## src/rtl/fetch_pkg.sv

```systemverilog
// Shared constants for the fetch sequencer: state encoding, program entry points
// and the branch-target table that the assembler flow regenerates.
package fetch_pkg;

   localparam int A_W   = 12;
   localparam int LUT_W = 5;

   typedef enum logic [1:0] {
      IDLE = 2'd0,
      RUN  = 2'd1,
      DONE = 2'd2
   } state_t;

   localparam logic [A_W-1:0] ENTRY_ADDR [4] = '{12'd0, 12'd256, 12'd512, 12'd768};

   localparam logic [A_W-1:0] BR_LUT [32] = '{
      12'd0,    12'd16,   12'd32,   12'd40,   12'd64,   12'd80,   12'd96,   12'd112,
      12'd128,  12'd144,  12'd160,  12'd176,  12'd192,  12'd208,  12'd224,  12'd240,
      12'd260,  12'd300,  12'd512,  12'd600,  12'd700,  12'd800,  12'd900,  12'd1000,
      12'd1024, 12'd2048, 12'd3000, 12'd3500, 12'd4000, 12'd4090, 12'd4094, 12'd4095
   };

endpackage

```

## src/rtl/fetch_ctrl_branch_lut.sv

```systemverilog
// Combinational branch-target lookup: instruction LUT index to absolute PC.
module branch_lut
   import fetch_pkg::*;
(
   input  logic [LUT_W-1:0] i_lut_idx,
   output logic [A_W-1:0]   o_target
);

   assign o_target = BR_LUT[i_lut_idx];

endmodule

```

## src/rtl/fetch_ctrl.sv

```systemverilog
// PC / fetch sequencer: launches a program from an entry point, steps, branches,
// stalls and halts, and counts RUN cycles with a saturating counter.
module fetch_ctrl #(
   parameter int A_W   = fetch_pkg::A_W,
   parameter int LUT_W = fetch_pkg::LUT_W,
   parameter int CNT_W = 16
) (
   input  logic             i_clk,
   input  logic             i_reset,
   input  logic             i_start,
   input  logic [1:0]       i_prog_sel,
   input  logic             i_stall,
   input  logic             i_halt,
   input  logic             i_branch_en,
   input  logic             i_branch_taken,
   input  logic [LUT_W-1:0] i_lut_idx,
   output logic [A_W-1:0]   o_prog_ctr,
   output logic             o_busy,
   output logic             o_done,
   output logic [CNT_W-1:0] o_cycle_count
);
   import fetch_pkg::*;

   state_t           r_state, w_state_nxt;
   logic [A_W-1:0]   r_pc, w_pc_nxt;
   logic [CNT_W-1:0] r_cnt, w_cnt_nxt;
   logic [fetch_pkg::A_W-1:0] w_target;

   branch_lut u_lut (
      .i_lut_idx (i_lut_idx),
      .o_target  (w_target)
   );

   always_ff @(posedge i_clk) begin
      if (i_reset) begin
         r_state <= IDLE;
         r_pc    <= '0;
         r_cnt   <= '0;
      end else begin
         r_state <= w_state_nxt;
         r_pc    <= w_pc_nxt;
         r_cnt   <= w_cnt_nxt;
      end
   end

   always_comb begin
      w_state_nxt = r_state;
      w_pc_nxt    = r_pc;
      w_cnt_nxt   = r_cnt;
      case (r_state)
         IDLE: begin
            if (i_start) begin
               w_state_nxt = RUN;
               w_pc_nxt    = A_W'(ENTRY_ADDR[i_prog_sel]);
               w_cnt_nxt   = '0;
            end
         end
         RUN: begin
            // Stalled and halting edges still count as executed cycles.
            if (r_cnt != {CNT_W{1'b1}})
               w_cnt_nxt = r_cnt + CNT_W'(1);
            if (!i_stall) begin
               if (i_halt)
                  w_state_nxt = DONE;
               else if (i_branch_en && i_branch_taken)
                  w_pc_nxt = A_W'(w_target);
               else
                  w_pc_nxt = r_pc + A_W'(1);
            end
         end
         DONE: begin
            if (!i_start)
               w_state_nxt = IDLE;
         end
         default: w_state_nxt = IDLE;
      endcase
   end

   assign o_prog_ctr    = r_pc;
   assign o_busy        = (r_state == RUN);
   assign o_done        = (r_state == DONE);
   assign o_cycle_count = r_cnt;

endmodule

```

## config.mk

```make
export PLATFORM = sky130hd
export DESIGN_NAME = fetch_ctrl
export DESIGN_NICKNAME = d
export VERILOG_FILES = /design/src/rtl/fetch_pkg.sv /design/src/rtl/fetch_ctrl_branch_lut.sv /design/src/rtl/fetch_ctrl.sv
export SDC_FILE = /design/constraint.sdc
export NUM_CORES = 1
export LEC_CHECK = 0
export ABC_AREA = 0
export CORE_ASPECT_RATIO = 0.8
export CORE_UTILIZATION = 48
export CTS_BUF_LIST = sky130_fd_sc_hd__clkbuf_2 sky130_fd_sc_hd__clkbuf_4 sky130_fd_sc_hd__clkbuf_8
export DETAILED_ROUTE_END_ITERATION = 6
export PLACE_DENSITY_LB_ADDON = 0.3
export SLEW_MARGIN = 20
export SYNTH_ARGS = -nofsm -noshare
export SYNTH_HDL_FRONTEND = slang
export SYNTH_HIERARCHICAL = 1
export SYNTH_SLANG_ARGS = --single-unit
```

## constraint.sdc

```tcl
create_clock -name i_clk -period 1.7 [get_ports i_clk]
set_input_delay 0.34 -clock i_clk [delete_from_list [all_inputs] [get_ports i_clk]]
set_output_delay 0.34 -clock i_clk [all_outputs]
set_load 0.02 [all_outputs]
```

# After elaboration in Yosys (flattened, before gate mapping)
# Memories as Yosys holds them, arrays and structs flattened.
# Index checks and enable logic that the tools add are counted.
dict set report word_totals {
  rom_bits 384
  mem_count 1
  regBits 30
  elab_cells 43
}
dict set report classes {
  n_reduce_logical 6
  n_lt_le_gt_ge 2
  add_sub_neg 2
  eq_ne 9
  n_bitwise 2
  mux 18
}
# memory depth word_bits rd rd_clocked_by_memory_dff wr line
set memory_table {}
lappend memory_table {{(name not given)} 32 12 1 0 0 fetch_ctrl_branch_lut.sv:9} ;# assign o_target = BR_LUT[i_lut_idx];
# cell n
set op_table {}
lappend op_table {{12-bit 2-to-1 mux} 8}
lappend op_table {{16-bit 2-to-1 mux} 2}
lappend op_table {{16-bit case mux with 2 select lines} 1}
lappend op_table {{12-bit binary-select mux with 2-bit select} 1}
lappend op_table {{12-bit case mux with 2 select lines} 1}
lappend op_table {{16-bit by 1-bit adder with 16-bit output, second input constant} 1}
lappend op_table {{16-bit != test, second input constant} 1}
lappend op_table {{12-bit by 1-bit adder with 12-bit output, second input constant} 1}
lappend op_table {{2-bit != test, second input constant} 5}
lappend op_table {{2-bit 2-to-1 mux} 4}
lappend op_table {{4-bit AND reduction} 2}
lappend op_table {{6-bit >= comparator, second input constant} 1}
lappend op_table {{5-bit NOT with 6-bit output} 1}
lappend op_table {{2-bit case mux with 3 select lines} 1}
lappend op_table {{3-bit >= comparator, second input constant} 1}
lappend op_table {{2-bit NOT with 3-bit output} 1}
lappend op_table {{3-bit AND reduction} 1}
lappend op_table {{2-bit by 1-bit equality test with 1-bit output, second input constant} 1}
lappend op_table {{2-bit equality test, second input constant} 1}
lappend op_table {{2-bit logical NOT} 1}
lappend op_table {{2-bit by 1-bit != test with 1-bit output, second input constant} 1}
lappend op_table {{2-bit nonzero test} 1}
lappend op_table {{1-bit logical AND} 1}

# Depth between registers and ports, before layout
# Gate-level depths: netlist of run 1.
dict set report logic_depth {
  word_depth 8
  mapped_depth 9
  mapped_depth_nobuf 9
}

# Modules after synthesis
# The synthesis of run 1 kept the hierarchy.
# mod seq_area_each_um2 n_inst cells_per_inst area_per_inst_um2
set by_module_without_submodules {}
lappend by_module_without_submodules {fetch_ctrl 600.6 1 224 1806.7}
lappend by_module_without_submodules {branch_lut 0.0 1 54 394.1}

# Worst setup path before layout of run 1
# No wires, ideal clock.
dict set report synth_timing {
  path_type {reg-to-reg}
  from {register r_cnt[3] (netlist: o_cycle_count[3])}
  to {register r_cnt[13] (netlist: o_cycle_count[13])}
  path_buffers 0
  t_arrival_ps 1796
  synth_period_minus_slack_ps 1865
  path_slack_ps -165
  t_required_ps 1630
  stages_incl_launch_ff 5
  path_cell_list {dfxtp_1 -> nand4_2 -> or4_4 -> or4_1 -> a21oi_1}
}
dict set report synth_via {
  elab_chain_len 3
  word_cells_on_any_way 6
  classes_between {add/sub: 1; eq/ne: 2; mux: 2; reduce/logical: 1}
}
# element line
set synth_lines {}
lappend synth_lines {{start: declaration} fetch_ctrl.sv:26} ;# logic [CNT_W-1:0] r_cnt, w_cnt_nxt;
lappend synth_lines {{start signal: assignment} fetch_ctrl.sv:42} ;# r_cnt <= w_cnt_nxt;
lappend synth_lines {{16-bit by 1-bit adder with 16-bit output / 16-bit != test (equally long branches)} {fetch_ctrl.sv:61, fetch_ctrl.sv:60}}
lappend synth_lines {{16-bit 2-to-1 mux / 2-bit by 1-bit != test with 1-bit output (equally long branches)} n/a}
lappend synth_lines {{16-bit case mux with 2 select lines / 3-bit AND reduction (equally long branches)} n/a}
# Parallel ways exist; a longest one is shown, timed or not. The select of a mux whose other input is x is not followed.
# A chain may end at the register's enable or synchronous reset.

# Worst setup path after layout of run 1
dict set report layout_timing {
  from {register r_cnt[7] (netlist: o_cycle_count[7])}
  to {register r_cnt[13] (netlist: o_cycle_count[13])}
}
# The elaborated chain is that of the path after synthesis.

==> summary.txt, run 1 <==
Run status
  • Status: finished with violations
  • Failing checks: negative setup slack

Cells and area
  • Final non-filler cell total: approximately 440
  • Number of fill cells: 298
  • Layout Nets: 404
  • Antenna cells: 0
  • Synthesis-to-finish area growth: 53.7%
  • Layout cells sized above 1: 32.7%

Power and ir drop
  • Leak: 0.00158 uW
  • Pwr dens: 525 mW/mm^2
  • Maximum vdd drop: 505 uV

Flow run
  • Max-cap viol count: 0

GRT
  • Total track usage: slightly below 30%
  • Overflow after GRT: 0
  • Largest net degree at the start of global routing: 16
  • First-pass GRT wire length: 11.5 mm
  • Initial antenna violation count: 0
  • Vias in the first global route: 2451

Timing
  • Fmax: 578 MHz
  • Slew margin rel.: around 64%
  • Min cycle time layout: 1.73 ns
  • PnR worst setup slack: -0.0309 ns
  • Clock Skew: 0.00804 ns
  • Final setup fails: 1
  • Endpoints failing hold: 0
  • Sum Neg Setup Slack: -0.0309 ns
  • Hold slack: 0.499 ns
  • Tcrit/Tclk final: 102%
  • Slew @ Worst Pin: 0.537 ns
  • RSZ-0062 raised after global routing: true
  • Final Slew Violations: 0

Logic synthesis
  • Synth Flop Type: dfxtp_1
  • Yosys cell types: 63
  • Area share of the largest cell type after synthesis: 27.3%
  • Ys async rst share: 0%
  • Mapped Area: 0.00220 sq mm
  • Cells after synthesis: about 280
  • Post-synth EDFFs: 0
  • Yosys warnings: 6
  • Syn nets: 301
  • Area contributors post-synth: dfxtp_1 (27%), a21oi_1 (5.7%), ha_1 (5.1%), nand2_1 (4.6%), nor3_1 (3.9%)
  • Syn_area_per_cell: approximately 7.9 sq um
  • Post-synthesis sequential element count: 30
  • Post-synthesis sequential area ratio: 27.3%
  • Post-synth top area cell: dfxtp_1

Die
  • Initial Util: 51.4%
  • Core footprint: between 0.004 and 0.005 sq mm
  • Die W: 77.7 microns
  • Ports: 44
  • Site row count: 21
  • Die H: 62.6 microns
  • Die ar.: 0.00486 sq mm

Detailed routing
  • Drt wl/cell: 16.6 microns
  • ANT nets after route: 0
  • Via-per-instance ratio: 6.20
  • Routed WL: 7.28 mm
  • First-pass DRT Iterations: 7
  • DRC viols: 0
  • Vias post-DR: 2723
  • Initial drt markers: 322

Worst setup path
  • FF-to-FF End: o_cycle_count[13]$_SDFFE_PP0P_
  • Slowest cell delay on critical path: just over 0.6 ns
  • Kind of end point of the critical path: register
  • Worst EP required: 1.92 ns
  • Critical Path End: o_cycle_count[13]$_SDFFE_PP0P_
  • Worst reg2reg path startpoint: o_cycle_count[7]$_SDFFE_PP0P_
  • Crit-path cells: nand4_1 -> or4_4 -> or4_4 -> a21oi_2
  • Register-to-Register Path Depth: 4
  • CP Launch Type: register
  • R2R setup slack: -0.03 ns
  • Delay-heaviest family, CP: simple AND/OR/NAND/NOR gates
  • Slowest-stage cell, CP: or4_4
  • Cell mode on critical path: or4_4
  • Levels on crit path: 4
  • Peak fanout along the critical path: 6
  • WP buf/inv: 0
  • Crit path DAT: around 2.0 ns
  • Critical Path Source: o_cycle_count[7]$_SDFFE_PP0P_
  • WS Path Type: reg2reg

Placed design
  • Pre-CTS setup slack: -0.443 ns
  • HPWL after detailed placement: 5.18 mm
  • Placer Congestion: slightly below 1
  • Placed Cells: about 430
  • Port Buf Inserts: 43

Clock network
  • Clock Sinks: 30
  • Root Buffer: clkbuf_8
  • Deepest clock path buffer count: 2
  • Clk_lat worst skew: 0.28 ns
  • CTS tree: built
  • Clock slew at reported path FFs: 0.07 ns
  • Hold Buf Count CTS: 0
  • Num CTS Buffers: 5
  • CTS HTree Levels: 2

Min path
  • Worst hold path class: reg2reg
## layout by cell type (no fill, tap or decap), types with 4 or more instances in the layout
cell	n
a21oi_1	21
a21oi_2	4
a31oi_1	4
and3_1	4
buf_4	66
clkbuf_8	6
clkdlybuf4s50_1	18
dfxtp_1	17
dfxtp_2	10
dlygate4sd2_1	12
dlymetal6s2s_1	13
ha_1	6
inv_1	12
mux2i_1	5
nand2_1	26
nand3_1	13
nand4_1	7
nor2_1	7
nor3_1	14
o21ai_0	11
o31ai_1	7
or4_1	8
## per-layer routing
layer  up-vias  track usage, %  wire length, microns
met2       147            45.6                  3410
met4         0            8.73                   107
met3        23            4.96                   531
met5         -               0                     0
li1       1274               -                     -
met1      1279            41.2                  3230
## Yosys cell counts (3+ instances only)
| library cell | instances |
|---|---|
| dfxtp_1 | 30 |
| nand2_1 | 27 |
| a21oi_1 | 25 |
| nor3_1 | 17 |
| inv_1 | 14 |
| nand3_1 | 13 |
| o21ai_0 | 13 |
| ha_1 | 9 |
| or4_1 | 9 |
| o31ai_1 | 8 |
| clkbuf_1 | 7 |
| nand4_1 | 7 |
| nor2_1 | 7 |
| mux2i_1 | 5 |
| a31oi_1 | 4 |
| and3_1 | 4 |
| buf_2 | 4 |
| buf_6 | 4 |
| nor4_1 | 4 |
| a211oi_1 | 3 |
| a22oi_1 | 3 |
| a32oi_1 | 3 |
| nor3b_1 | 3 |
| o21bai_1 | 3 |
| o31a_1 | 3 |
| or2_2 | 3 |
| or3_1 | 3 |
## timing repair
item / in CTS / in global routing
setup buffers: 1 / 1
resized for setup: 23 / 32
pin swaps: 5 / 9
endpoints found under the setup margin: 30 / 28
## layout make-up
class	count	area [sq um]	share of cell area, %
clock buffers	8	97.6	2.88
inverters	15	56.3	1.66
multi-input cells	217	1560	46.0
flip-flops and latches	30	624	18.5
well taps	57	71.3	2.11
repair buffers	112	977	28.9
## per-stage QoR
stage / cell area (sq um) / total power (uW) / util, %
6_report: 3380 / 1780 / 79.0
3_3_place_gp: 3140 / 1120 / 73.2
2_1_floorplan: 2230 / 937 / -
5_1_grt: 3380 / 1850 / 79.0
4_1_cts: 3260 / 1760 / 76.2
3_5_place_dp: 3140 / 1130 / 73.2
## tightest hold or removal path, stage by stage, from the launching register on
cell and delay (ns):
dfxtp_2 0.34, o31ai_1 0.08, a21oi_2 0.05
## cells by family after synthesis
family / synth area share, %
AO/OA/AOI/OAI: 27.2
AND/OR/NAND/NOR: 29.2
XOR/XNOR: 0.398
multiplexers: 3.81
flip-flops: 27.3
buffers and inverters: 7.05
adder cells (fa/ha/maj): 5.12
## state kept, by name (all words and copies together) (netlist names)
| register | count |
|---|---|
| o_prog_ctr | 12 |
| r_state | 2 |
| o_cycle_count | 16 |
## how the worst min path moves through the flow
stage                                    from                             end  slack [ns]  depth (start not counted)
2_1_floorplan                         i_reset      o_prog_ctr[8]$_SDFFE_PP0P_        0.45                          1
3_3_place_gp   o_cycle_count[10]$_SDFFE_PP0P_  o_cycle_count[10]$_SDFFE_PP0P_        0.47                          2
3_5_place_dp   o_cycle_count[10]$_SDFFE_PP0P_  o_cycle_count[10]$_SDFFE_PP0P_        0.48                          2
4_1_cts        o_cycle_count[10]$_SDFFE_PP0P_  o_cycle_count[10]$_SDFFE_PP0P_        0.49                          2
5_1_grt        o_cycle_count[10]$_SDFFE_PP0P_  o_cycle_count[10]$_SDFFE_PP0P_        0.52                          2
6_report       o_cycle_count[10]$_SDFFE_PP0P_  o_cycle_count[10]$_SDFFE_PP0P_        0.50                          2
## power by group
group	leakage [uW]	switching, uW	total [uW]	internal [uW]
Sequential	0.000250	15.9	727	711
Clock	0.0000523	269	631	362
Combinational	0.00128	213	418	205
Total	0.00158	498	1780	1280
No activity file was read; power rests on OpenSTA's default activity.
==> run 2, diff against run 1 <==
--- a/config.mk
+++ b/config.mk
@@ -11,8 +11,10 @@
 export CTS_BUF_LIST = sky130_fd_sc_hd__clkbuf_2 sky130_fd_sc_hd__clkbuf_4 sky130_fd_sc_hd__clkbuf_8
 export DETAILED_ROUTE_END_ITERATION = 6
 export PLACE_DENSITY_LB_ADDON = 0.3
+export SETUP_SLACK_MARGIN = 0.02
 export SLEW_MARGIN = 20
 export SYNTH_ARGS = -nofsm -noshare
 export SYNTH_HDL_FRONTEND = slang
 export SYNTH_HIERARCHICAL = 1
 export SYNTH_SLANG_ARGS = --single-unit
+export TNS_END_PERCENT = 10
==> run 2 against run 1 <==
The flow now finishes without violations. Final cell count fell by 2.1%. Routed wire length rose by 2.6%. Hold slack worse by 0.0069 ns. Highest routed layer unchanged. Largest cell class unchanged. Clock skew hardly changed. Maximum frequency rose by 2.0%. Core utilization fell by 0.82 points. Global-route usage up 1.5 points.
==> summary.txt, run 2 (synthesized netlist as in run 1, its figures left out) <==
Run status
  • Status: complete, no violations

Min path
  • Worst hold path class: reg2reg

Detailed routing
  • DRC viols: 0
  • First-pass DRT Iterations: 5
  • ANT nets after route: 0
  • Via-per-instance ratio: 6.29
  • Initial drt markers: about 300
  • Vias post-DR: between 2k and 3k
  • Drt wl/cell: 17.4 microns
  • Routed WL: 7.46 mm

Die
  • Die ar.: 0.00486 sq mm
  • Core footprint: 0.00428 sq mm
  • Initial Util: between 50 and 60%
  • Site row count: 21
  • Die W: between 70 and 80 microns
  • Die H: 62.6 microns
  • Ports: 44

Worst setup path
  • Kind of end point of the critical path: register
  • R2R setup slack: 0.003 ns
  • CP Launch Type: register
  • WS Path Type: reg2reg
  • Crit path DAT: 1.92 ns
  • Worst EP required: 1.92 ns
  • Peak fanout along the critical path: 6

Clock network
  • Clock slew at reported path FFs: 0.07 ns
  • CTS HTree Levels: 2
  • Num CTS Buffers: 5
  • Clk_lat worst skew: between 0.2 and 0.3 ns
  • Clock Sinks: 30
  • Root Buffer: clkbuf_8
  • CTS tree: built
  • Deepest clock path buffer count: 2

Timing
  • Clock Skew: slightly below 0.008 ns
  • Final setup fails: 0
  • Endpoints failing hold: 0
  • Tcrit/Tclk final: between 90 and 100%
  • Final Slew Violations: 0
  • Slew margin rel.: 69.9%
  • Min cycle time layout: 1.70 ns
  • RSZ-0062 raised after global routing: true
  • Fmax: 589 MHz
  • Slew @ Worst Pin: 0.450 ns

Power and ir drop
  • Pwr Total: 1840 uW
  • Leak: 0.00151 uW
  • Maximum vdd drop: between 300 and 400 uV
  • Pwr dens: 549 mW/mm^2

Cells and area
  • Fin util: 78.2%
  • Synthesis-to-finish area growth: 52.1%
  • Final non-filler cell total: 430
  • Most common cell after layout, fill and taps aside: buf_4
  • Max reg flops: 16
  • Layout cells sized above 1: 32.7%
  • Most frequent cells in the layout: buf_4 (58), nand2_1 (26), a21oi_1 (22)
  • Layout Nets: 395
  • Antenna cells: 0

GRT
  • Vias in the first global route: 2465
  • Largest net degree at the start of global routing: 18
  • Initial antenna violation count: 0
  • First-pass GRT wire length: 11.9 mm
  • Total track usage: 30.8%
  • Overflow after GRT: 0

Placed design
  • HPWL after detailed placement: 5.06 mm
  • Placed Cells: 419
  • Placer Congestion: 0.926
  • Port Buf Inserts: 43

Flow run
  • Max-cap viol count: 0
run 2: repair_timing:
item                       CTS  global route
buffers inserted             2             1
setup endpoints to repair   34            32
gates resized for setup     33            31
pin swaps                    7            10
hold buffers                 0             0
run 2: report_power, final:
part           leakage, uW  total (uW)  switching (uW)  internal (uW)
registers         0.000254         719            16.9            702
clock network    0.0000579         728             297            431
logic              0.00120         391             204            187
run 2: final cells by class:
| class | count | area, sq um |
|---|---|---|
| timing repair buffer | 103 | 900 |
| multi-input combinational | 217 | 1570 |
| inverter | 15 | 56.3 |
| tap | 57 | 71.3 |
| fill | 295 | 935 |
| sequential | 30 | 646 |
| clock buffer | 5 | 68.8 |
| clock inverter | 3 | 40.0 |
run 2: routing by layer:
metal | vias up | global-route usage [%] | share of wire, %
met5 | - | 0 | 0
met4 | 0 | 12.0 | 2.8
met3 | 23 | 7.45 | 8.3
met2 | 144 | 45.0 | 45
met1 | 1280 | 43.1 | 44
li1 | 1256 | - | -
run 2: final timing paths:
path	from	endpoint	cells past startpoint
worst max-delay path	o_cycle_count[5]$_SDFFE_PP0P_	o_cycle_count[13]$_SDFFE_PP0P_	4
worst min-delay path	o_cycle_count[10]$_SDFFE_PP0P_	o_cycle_count[10]$_SDFFE_PP0P_	2
worst max register to register	o_cycle_count[5]$_SDFFE_PP0P_	o_cycle_count[13]$_SDFFE_PP0P_	4
worst min register to register	o_cycle_count[10]$_SDFFE_PP0P_	o_cycle_count[10]$_SDFFE_PP0P_	2
run 2: stage by stage:
stage / setup slack [ns] / area (sq um) / hold slack, ns / setup TNS, ns
after detailed placement: -0.413 / 3090 / 0.479 / -7.76
final: 0.00315 / 3350 / 0.492 / 0
after CTS: -0.0165 / 3230 / 0.490 / -0.0405
after floorplan: 0.0122 / 2250 / 0.454 / 0
after global routing: -0.0350 / 3350 / 0.515 / -0.0721
after global placement: -0.394 / 3090 / 0.467 / -6.93
run 2: critical path: stages (launching register included):
cell	delay, ns
dfxtp_4	0.36
nand4_4	0.13
or4_4	0.59
or4_1	0.42
a21oi_1	0.13
==> run 3, diff against run 2 <==
--- a/config.mk
+++ b/config.mk
@@ -6,13 +6,14 @@
 export NUM_CORES = 1
 export LEC_CHECK = 0
 export ABC_AREA = 0
+export CELL_PAD_IN_SITES_DETAIL_PLACEMENT = 2
+export CELL_PAD_IN_SITES_GLOBAL_PLACEMENT = 2
 export CORE_ASPECT_RATIO = 0.8
-export CORE_UTILIZATION = 48
+export CORE_UTILIZATION = 28
 export CTS_BUF_LIST = sky130_fd_sc_hd__clkbuf_2 sky130_fd_sc_hd__clkbuf_4 sky130_fd_sc_hd__clkbuf_8
 export DETAILED_ROUTE_END_ITERATION = 6
-export PLACE_DENSITY_LB_ADDON = 0.3
+export PLACE_DENSITY = 0.79
 export SETUP_SLACK_MARGIN = 0.02
-export SLEW_MARGIN = 20
 export SYNTH_ARGS = -nofsm -noshare
 export SYNTH_HDL_FRONTEND = slang
 export SYNTH_HIERARCHICAL = 1
==> run 3 against run 2 <==
Power grew 2.3%. Clock-buffer cell count grew 2. The run now ends with negative setup slack left. Highest routed layer unchanged. Non-clock buffer count grew 14. Maximum frequency shrank 4.1%. Clock power shrank 3.8%. Register-to-register slack lost 0.07 ns. Final cell count grew 14%. Routed wire length grew 65%. Global-route usage shrank 1.0 points. Sequential power is essentially flat. Largest power group is now sequential cells. Combinational power grew 18%.
==> summary.txt, run 3 (synthesized netlist as in run 1, its figures left out) <==
Run status
  • Status: finished with violations
  • Failing checks: negative setup slack

Detailed routing
  • Via-per-instance ratio: 5.80
  • First-pass DRT Iterations: 4
  • Initial drt markers: 112
  • Routed WL: 12.3 mm
  • DRC viols: 0
  • Vias post-DR: ~2.9k
  • ANT nets after route: 0
  • Drt wl/cell: 25.1 microns

Cells and area
  • Most frequent cells in the layout: buf_4 (70), nand2_1 (26), a21oi_1 (22), dlygate4sd2_1 (22)
  • Design area: 0.00355 sq mm
  • Number of fill cells: about 860
  • Layout Nets: 409
  • Antenna cells: 0
  • Most common cell after layout, fill and taps aside: buf_4
  • Max reg flops: 16
  • Layout cells sized above 1: 37.7%
  • Synthesis-to-finish area growth: 61.5%

Placed design
  • Placed cell area: 0.00328 sq mm
  • Placer Congestion: 0.821
  • Port Buf Inserts: between 40 and 50
  • HPWL after detailed placement: 7.64 mm

Worst setup path
  • Peak fanout along the critical path: 7
  • Worst EP required: 1.94 ns
  • Crit-path cells: o21bai_4 -> or4_4 -> or4_1 -> a21oi_1
  • WS Path Type: reg2reg
  • Crit path DAT: roughly 2.0 ns
  • Slowest-stage cell, CP: or4_4
  • Kind of end point of the critical path: register
  • Slowest cell delay on critical path: between 0.5 and 0.6 ns
  • CP Launch Type: register

Clock network
  • Clk_lat worst skew: 0.31 ns
  • Clock Sinks: 30
  • Hold Buf Count CTS: 0
  • CTS HTree Levels: 2
  • Deepest clock path buffer count: 2
  • Root Buffer: clkbuf_8
  • Clock slew at reported path FFs: 0.08 ns
  • Num CTS Buffers: 5
  • CTS tree: built

Timing
  • Sum Neg Setup Slack: -0.0868 ns
  • Slew margin rel.: 73.1%
  • RSZ-0062 raised after global routing: true
  • Tcrit/Tclk final: 104%
  • Hold slack: 0.499 ns
  • Endpoints failing hold: 0
  • PnR worst setup slack: -0.0697 ns
  • Fmax: 565 MHz
  • Final Slew Violations: 0
  • Slew @ Worst Pin: 0.403 ns
  • Clock Skew: 0.00462 ns
  • Final setup fails: 3
  • Min cycle time layout: 1.77 ns

Min path
  • Worst hold path class: reg2reg

GRT
  • Initial antenna violation count: 0
  • Overflow after GRT: 0
  • Total track usage: slightly below 30%
  • Largest net degree at the start of global routing: 18
  • First-pass GRT wire length: 18.1 mm
  • Vias in the first global route: 3080

Die
  • Initial Util: between 20% and 30%
  • Core footprint: 0.00750 sq mm
  • Die ar.: 0.00822 sq mm
  • Ports: 44
  • Die W: 101 microns
  • Site row count: 28
  • Die H: roughly 80 microns

Power and ir drop
  • Pwr dens: 529 mW/mm^2
  • Leak: 0.00152 uW
  • Maximum vdd drop: 245 uV

Flow run
  • Max-cap viol count: 0
## run 3: final cells by class
cell class | instances | area [sq um] | area share, %
timing repair buffer | 117 | 998 | 28.1
inverter | 15 | 56.3 | 1.58
tap | 105 | 131 | 3.70
multi-input combinational | 217 | 1620 | 45.5
sequential | 30 | 651 | 18.3
clock inverter | 1 | 3.75 | 0.106
clock buffer | 7 | 96.3 | 2.71
## run 3: what timing repair did
| item | CTS | global route |
|---|---|---|
| resized for setup | 48 | 37 |
| setup buffers | 0 | 2 |
| pin swaps | 10 | 12 |
| setup endpoints to repair | 45 | 26 |
## run 3: where the power goes
part | internal (uW) | switching, uW | leakage, uW
Combinational | 206 | 254 | 0.00122
Clock | 364 | 335 | 0.0000519
Sequential | 699 | 20.7 | 0.000255
## run 3: worst paths after layout
kind	start	endpoint	slack, ns	cells after the start
max	r_state[1]$_SDFFE_PP0P_	o_cycle_count[13]$_SDFFE_PP0P_	-0.07	4
min	o_cycle_count[10]$_SDFFE_PP0P_	o_cycle_count[10]$_SDFFE_PP0P_	0.50	2
max reg2reg	r_state[1]$_SDFFE_PP0P_	o_cycle_count[13]$_SDFFE_PP0P_	-0.07	4
min reg2reg	o_cycle_count[10]$_SDFFE_PP0P_	o_cycle_count[10]$_SDFFE_PP0P_	0.50	2
## run 3: critical path: cells and delay by family, from the launching register on
kind,cells,cell delay (ns)
flip-flops,1,0.37
AO/OA/AOI/OAI,2,0.38
AND/OR/NAND/NOR,2,0.96
## run 3: metal layers
layer  global-route usage (%)  part of all wire (%)
met5                        0                     0
met4                     9.57                   2.2
met3                     5.59                   5.0
met2                     50.1                    50
met1                     38.4                    43
## run 3: per-stage QoR
stage	setup WS (ns)	std cells	total power, uW	util [%]
finish	-0.0697	492	1880	47.4
global route	-0.104	492	1930	47.4
CTS	-0.113	490	1830	45.5
detailed placement	-0.484	482	1150	43.7
global placement	-0.419	482	1120	43.7
floorplan	0.0122	278	928	-
==> RTL change 1 (flow settings as in run 1) <==
The package constant `A_W` goes from 12 to 24.
--- a/src/rtl/fetch_pkg.sv
+++ b/src/rtl/fetch_pkg.sv
@@ -2,7 +2,7 @@
 // and the branch-target table that the assembler flow regenerates.
 package fetch_pkg;
 
-   localparam int A_W   = 12;
+   localparam int A_W   = 24;
    localparam int LUT_W = 5;
 
    typedef enum logic [1:0] {
Ports: changed (resized o_prog_ctr); port bits go from 44 to 56. The function was not compared with the original's and may differ.
==> RTL change 1 against run 1 <==
Routed wire length grew 32%. Worst hold slack lost 0.032 ns. Combinational power grew 13%. Sequential cell count grew 12. Worst setup slack lost 0.016 ns. Sequential share of layout area grew 1.2 points. Synthesized area grew 33%. Die area grew 32%. Highest routed layer unchanged. Cell area grew 30%. The flow still finishes with violations (negative setup slack). Clock power grew 33%. Synthesized cell count grew 37%. Power grew 31%. Clock skew grew 0.0049 ns.
==> RTL change 1: results (changes against run 1) <==
Synth Register Bits 42 (was 30); Finished Layout Cells 603 (was 439); Layout clock area frac 2.589% (was 2.885%); first-pass GRT wire length 14.81 mm (was 11.50 mm); max reg flops 24 (was 16); multi-input gates 313 (was 217); final-stage net count 544 (was 404); all-layer global routing usage 29.79% (was 29.30%); Setup Viol. Count Final 2 (was 1); LEAKAGE 0.002038 uW (was 0.001579 uW); Cell Area, Placed 4130 sq um (was 3137 sq um); first-pass iteration count of the detailed router 5 (was 7); Yosys cell types 61 (was 63); failing checks negative setup slack (unchanged); post-route setup slack -0.04649 ns (was -0.03092 ns); die width 89.19 um (was 77.71 um); M1 wire length 4.107 mm (was 3.226 mm); status finished, violations left (unchanged); Reg clk slew, reported paths 0.09 ns (was 0.07 ns); share of layout cells above drive strength 1 29.50% (was 32.72%); pre-CTS WS -0.3292 ns (was -0.4431 ns); vias in the first global route 3192 (was 2451); Via density 5.791 (was 6.203); number of non-clock inverters 9 (was 15); Worst Hold Class in2reg (was reg2reg); CLK BUF 6 (was 8); Final TNS setup -0.07498 ns (was -0.03092 ns); DR WL met3 790 um (was 531 um); routability cong. 1.004 (was 0.9778); worst vdd ir 344.2 uV (was 504.8 uV); placed instance count 586 (was 429)
==> RTL change 1: timing repair <==
action,CTS,global route
pin swaps,3,10
setup endpoints to repair,29,35
buffers inserted,3,6
gates resized for setup,28,40
endpoints found under the hold margin,0,0
hold buffers,0,0
==> RTL change 1: final timing paths <==
check                            startpoint                              to  slack, ns  depth (start not counted)
max             o_prog_ctr[13]$_SDFFE_PP0P_     o_prog_ctr[19]$_SDFFE_PP0P_      -0.05                          5
min                                 i_stall         r_state[0]$_SDFFE_PP0P_       0.47                          4
max reg2reg     o_prog_ctr[13]$_SDFFE_PP0P_     o_prog_ctr[19]$_SDFFE_PP0P_      -0.05                          5
min reg2reg  o_cycle_count[11]$_SDFFE_PP0P_  o_cycle_count[11]$_SDFFE_PP0P_       0.53                          2
==> RTL change 1: logic make-up (layout without fill, tap and decap cells) <==
| kind of cell | Yosys count | count (layout) | synth area share (%) |
|---|---|---|---|
| AND/OR/NAND/NOR | 165 | 165 | 30.35 |
| other | 1 | 12 | 0.1285 |
| multiplexers | 6 | 6 | 2.143 |
| adder cells (fa/ha/maj) | 9 | 9 | 3.858 |
| AO/OA/AOI/OAI | 105 | 105 | 22.59 |
| buffers and inverters | 37 | 167 | 7.329 |
| XOR/XNOR | 16 | 16 | 4.801 |
| flip-flops | 42 | 42 | 28.80 |
==> RTL change 1: metal layers <==
metal / up-vias / global-route usage [%]
met2: 186 / 47.33
li1: 1661 / -
met4: 0 / 9.524
met3: 30 / 8.180
met5: - / 0
met1: 1615 / 39.11
==> RTL change 1: critical path, cell delays in order, from the launching register on <==
cell      delay, ns
dfxtp_1        0.40
nand4_2        0.23
nor4_2         0.41
nand2_1        0.11
or4_1          0.42
o211ai_1       0.09
==> RTL change 1: report_power, final <==
group	internal, uW	switching [uW]
Sequential	996	14.6
Combinational	220	250
Clock	455	388
==> RTL change 2 (config.mk and constraints of run 1) <==
Made on the original files. Take the reset off `r_pc` and load it in a clocked block of its own.
--- a/src/rtl/fetch_ctrl.sv
+++ b/src/rtl/fetch_ctrl.sv
@@ -34,13 +34,15 @@
    always_ff @(posedge i_clk) begin
       if (i_reset) begin
          r_state <= IDLE;
-         r_pc    <= '0;
          r_cnt   <= '0;
       end else begin
          r_state <= w_state_nxt;
-         r_pc    <= w_pc_nxt;
          r_cnt   <= w_cnt_nxt;
       end
+   end
+
+   always_ff @(posedge i_clk) begin
+      r_pc <= w_pc_nxt;
    end
 
    always_comb begin
Check against the original RTL: not equivalent (Yosys sat finds a counterexample within 4 cycles, from zero or initial values and one cycle with i_reset high).
==> RTL change 2 against run 1 <==
Routed wire length down 9.5%. Sequential cell count unchanged. Global-route usage shrank 3.0 points. Critical path depth up 1. Worst setup slack improved by 0.061 ns. Synthesized area down 2.4%. Cell area is 8.4% lower. Sequential power up 14%. Power increased by 6.2%. Synthesized cell count shrank 8.6%. Largest cell class unchanged.
==> RTL change 2: results (changes against run 1) <==
worst-margin pin slew 0.4848 ns (was 0.5368 ns); Internal 1314 uW (was 1278 uW); worst vdd ir 654.7 uV (was 504.8 uV); DRT Wirelength 6.585 mm (was 7.276 mm); vias after detailed routing 2429 (was 2723); CP arrival 1.87 ns (was 1.95 ns); Cell Area, Placed 2913 sq um (was 3137 sq um); first-pass iteration count of the detailed router 5 (was 7); reg2reg start o_cycle_count[1]$_SDFFE_PP0P_ (was o_cycle_count[7]$_SDFFE_PP0P_); Comb power frac 26.0% (was 23.5%); Hold EP o_cycle_count[13]$_SDFFE_PP0P_ (was o_cycle_count[10]$_SDFFE_PP0P_); all-layer global routing usage 26.30% (was 29.30%); final hold slack 0.4945 ns (was 0.4989 ns); pre-CTS WS -0.4348 ns (was -0.4431 ns); post-CTS sizing 13 (was 23); Worst Skew 0.005425 ns (was 0.008037 ns); Finished Layout Cells 396 (was 439); Clock Power 562 uW (was 631 uW); reg-to-reg endpoint o_cycle_count[12]$_SDFFE_PP0P_ (was o_cycle_count[13]$_SDFFE_PP0P_); syn nets 277 (was 301); vias in the first global route 1931 (was 2451); status finished clean (was finished, violations left); final-stage net count 361 (was 404); Hold Path Origin o_cycle_count[13]$_SDFFE_PP0P_ (was o_cycle_count[10]$_SDFFE_PP0P_); LEAKAGE 0.001412 uW (was 0.001579 uW); worst hold path depth 1 (was 2); Yosys cell types 51 (was 63); synth cell count leaders nand2_1, a21oi_1, dfxtp_1 (was dfxtp_1, nand2_1, a21oi_1); Worst Reg2Reg Path Length in Cells 5 (was 4); Syn Inst Count 254 (was 278); Final HPWL DP 4.472 mm (was 5.175 mm); first-pass GRT wire length 9.687 mm (was 11.50 mm); post-route setup slack 0.02993 ns (was -0.03092 ns)
-- RTL change 2: cell type report --
cell class	count	area (sq um)	area share (%)
Tap cell	57	71.32	2.302
Multi-Input combinational cell	190	1309	42.25
Clock inverter	2	10.01	0.3231
Inverter	15	56.30	1.817
Clock buffer	6	76.32	2.464
Timing Repair Buffer	96	852.1	27.50
Sequential cell	30	723.2	23.34
-- RTL change 2: per-layer routing --
layer	up-vias	GRT usage, %	part of all wire [%]	routed length, um
met3	8	4.818	6.5	428
met1	1160	41.31	50	3268
met5	-	0	0	0
li1	1153	-	-	-
met2	108	36.35	43	2815
met4	0	6.319	1.1	74
-- RTL change 2: kinds of logic (layout without fill, tap and decap cells) --
group | after synthesis | in the layout | share of synthesized area [%]
compound gates | 80 | 80 | 26.05
xor+xnor | 7 | 7 | 2.856
fa+ha+maj | 9 | 9 | 5.245
buf+inv | 34 | 119 | 7.809
flops | 30 | 30 | 33.57
mux | 4 | 4 | 1.981
simple gates | 90 | 90 | 22.49
-- RTL change 2: how the worst max path moves through the flow --
stage	from	to	cells after the start
final	o_cycle_count[1]$_SDFFE_PP0P_	o_cycle_count[12]$_SDFFE_PP0P_	5
after global routing	o_cycle_count[2]$_SDFFE_PP0P_	o_cycle_count[12]$_SDFFE_PP0P_	4
after CTS	o_cycle_count[11]$_SDFFE_PP0P_	o_cycle_count[11]	2
after detailed placement	i_lut_idx[0]	o_prog_ctr[4]$_SDFFCE_PN0P_	8
after global placement	i_lut_idx[0]	o_prog_ctr[2]$_SDFFCE_PN0P_	7
after floorplan	o_prog_ctr[2]$_SDFFCE_PN0P_	o_prog_ctr[9]$_DFFE_PP_	4
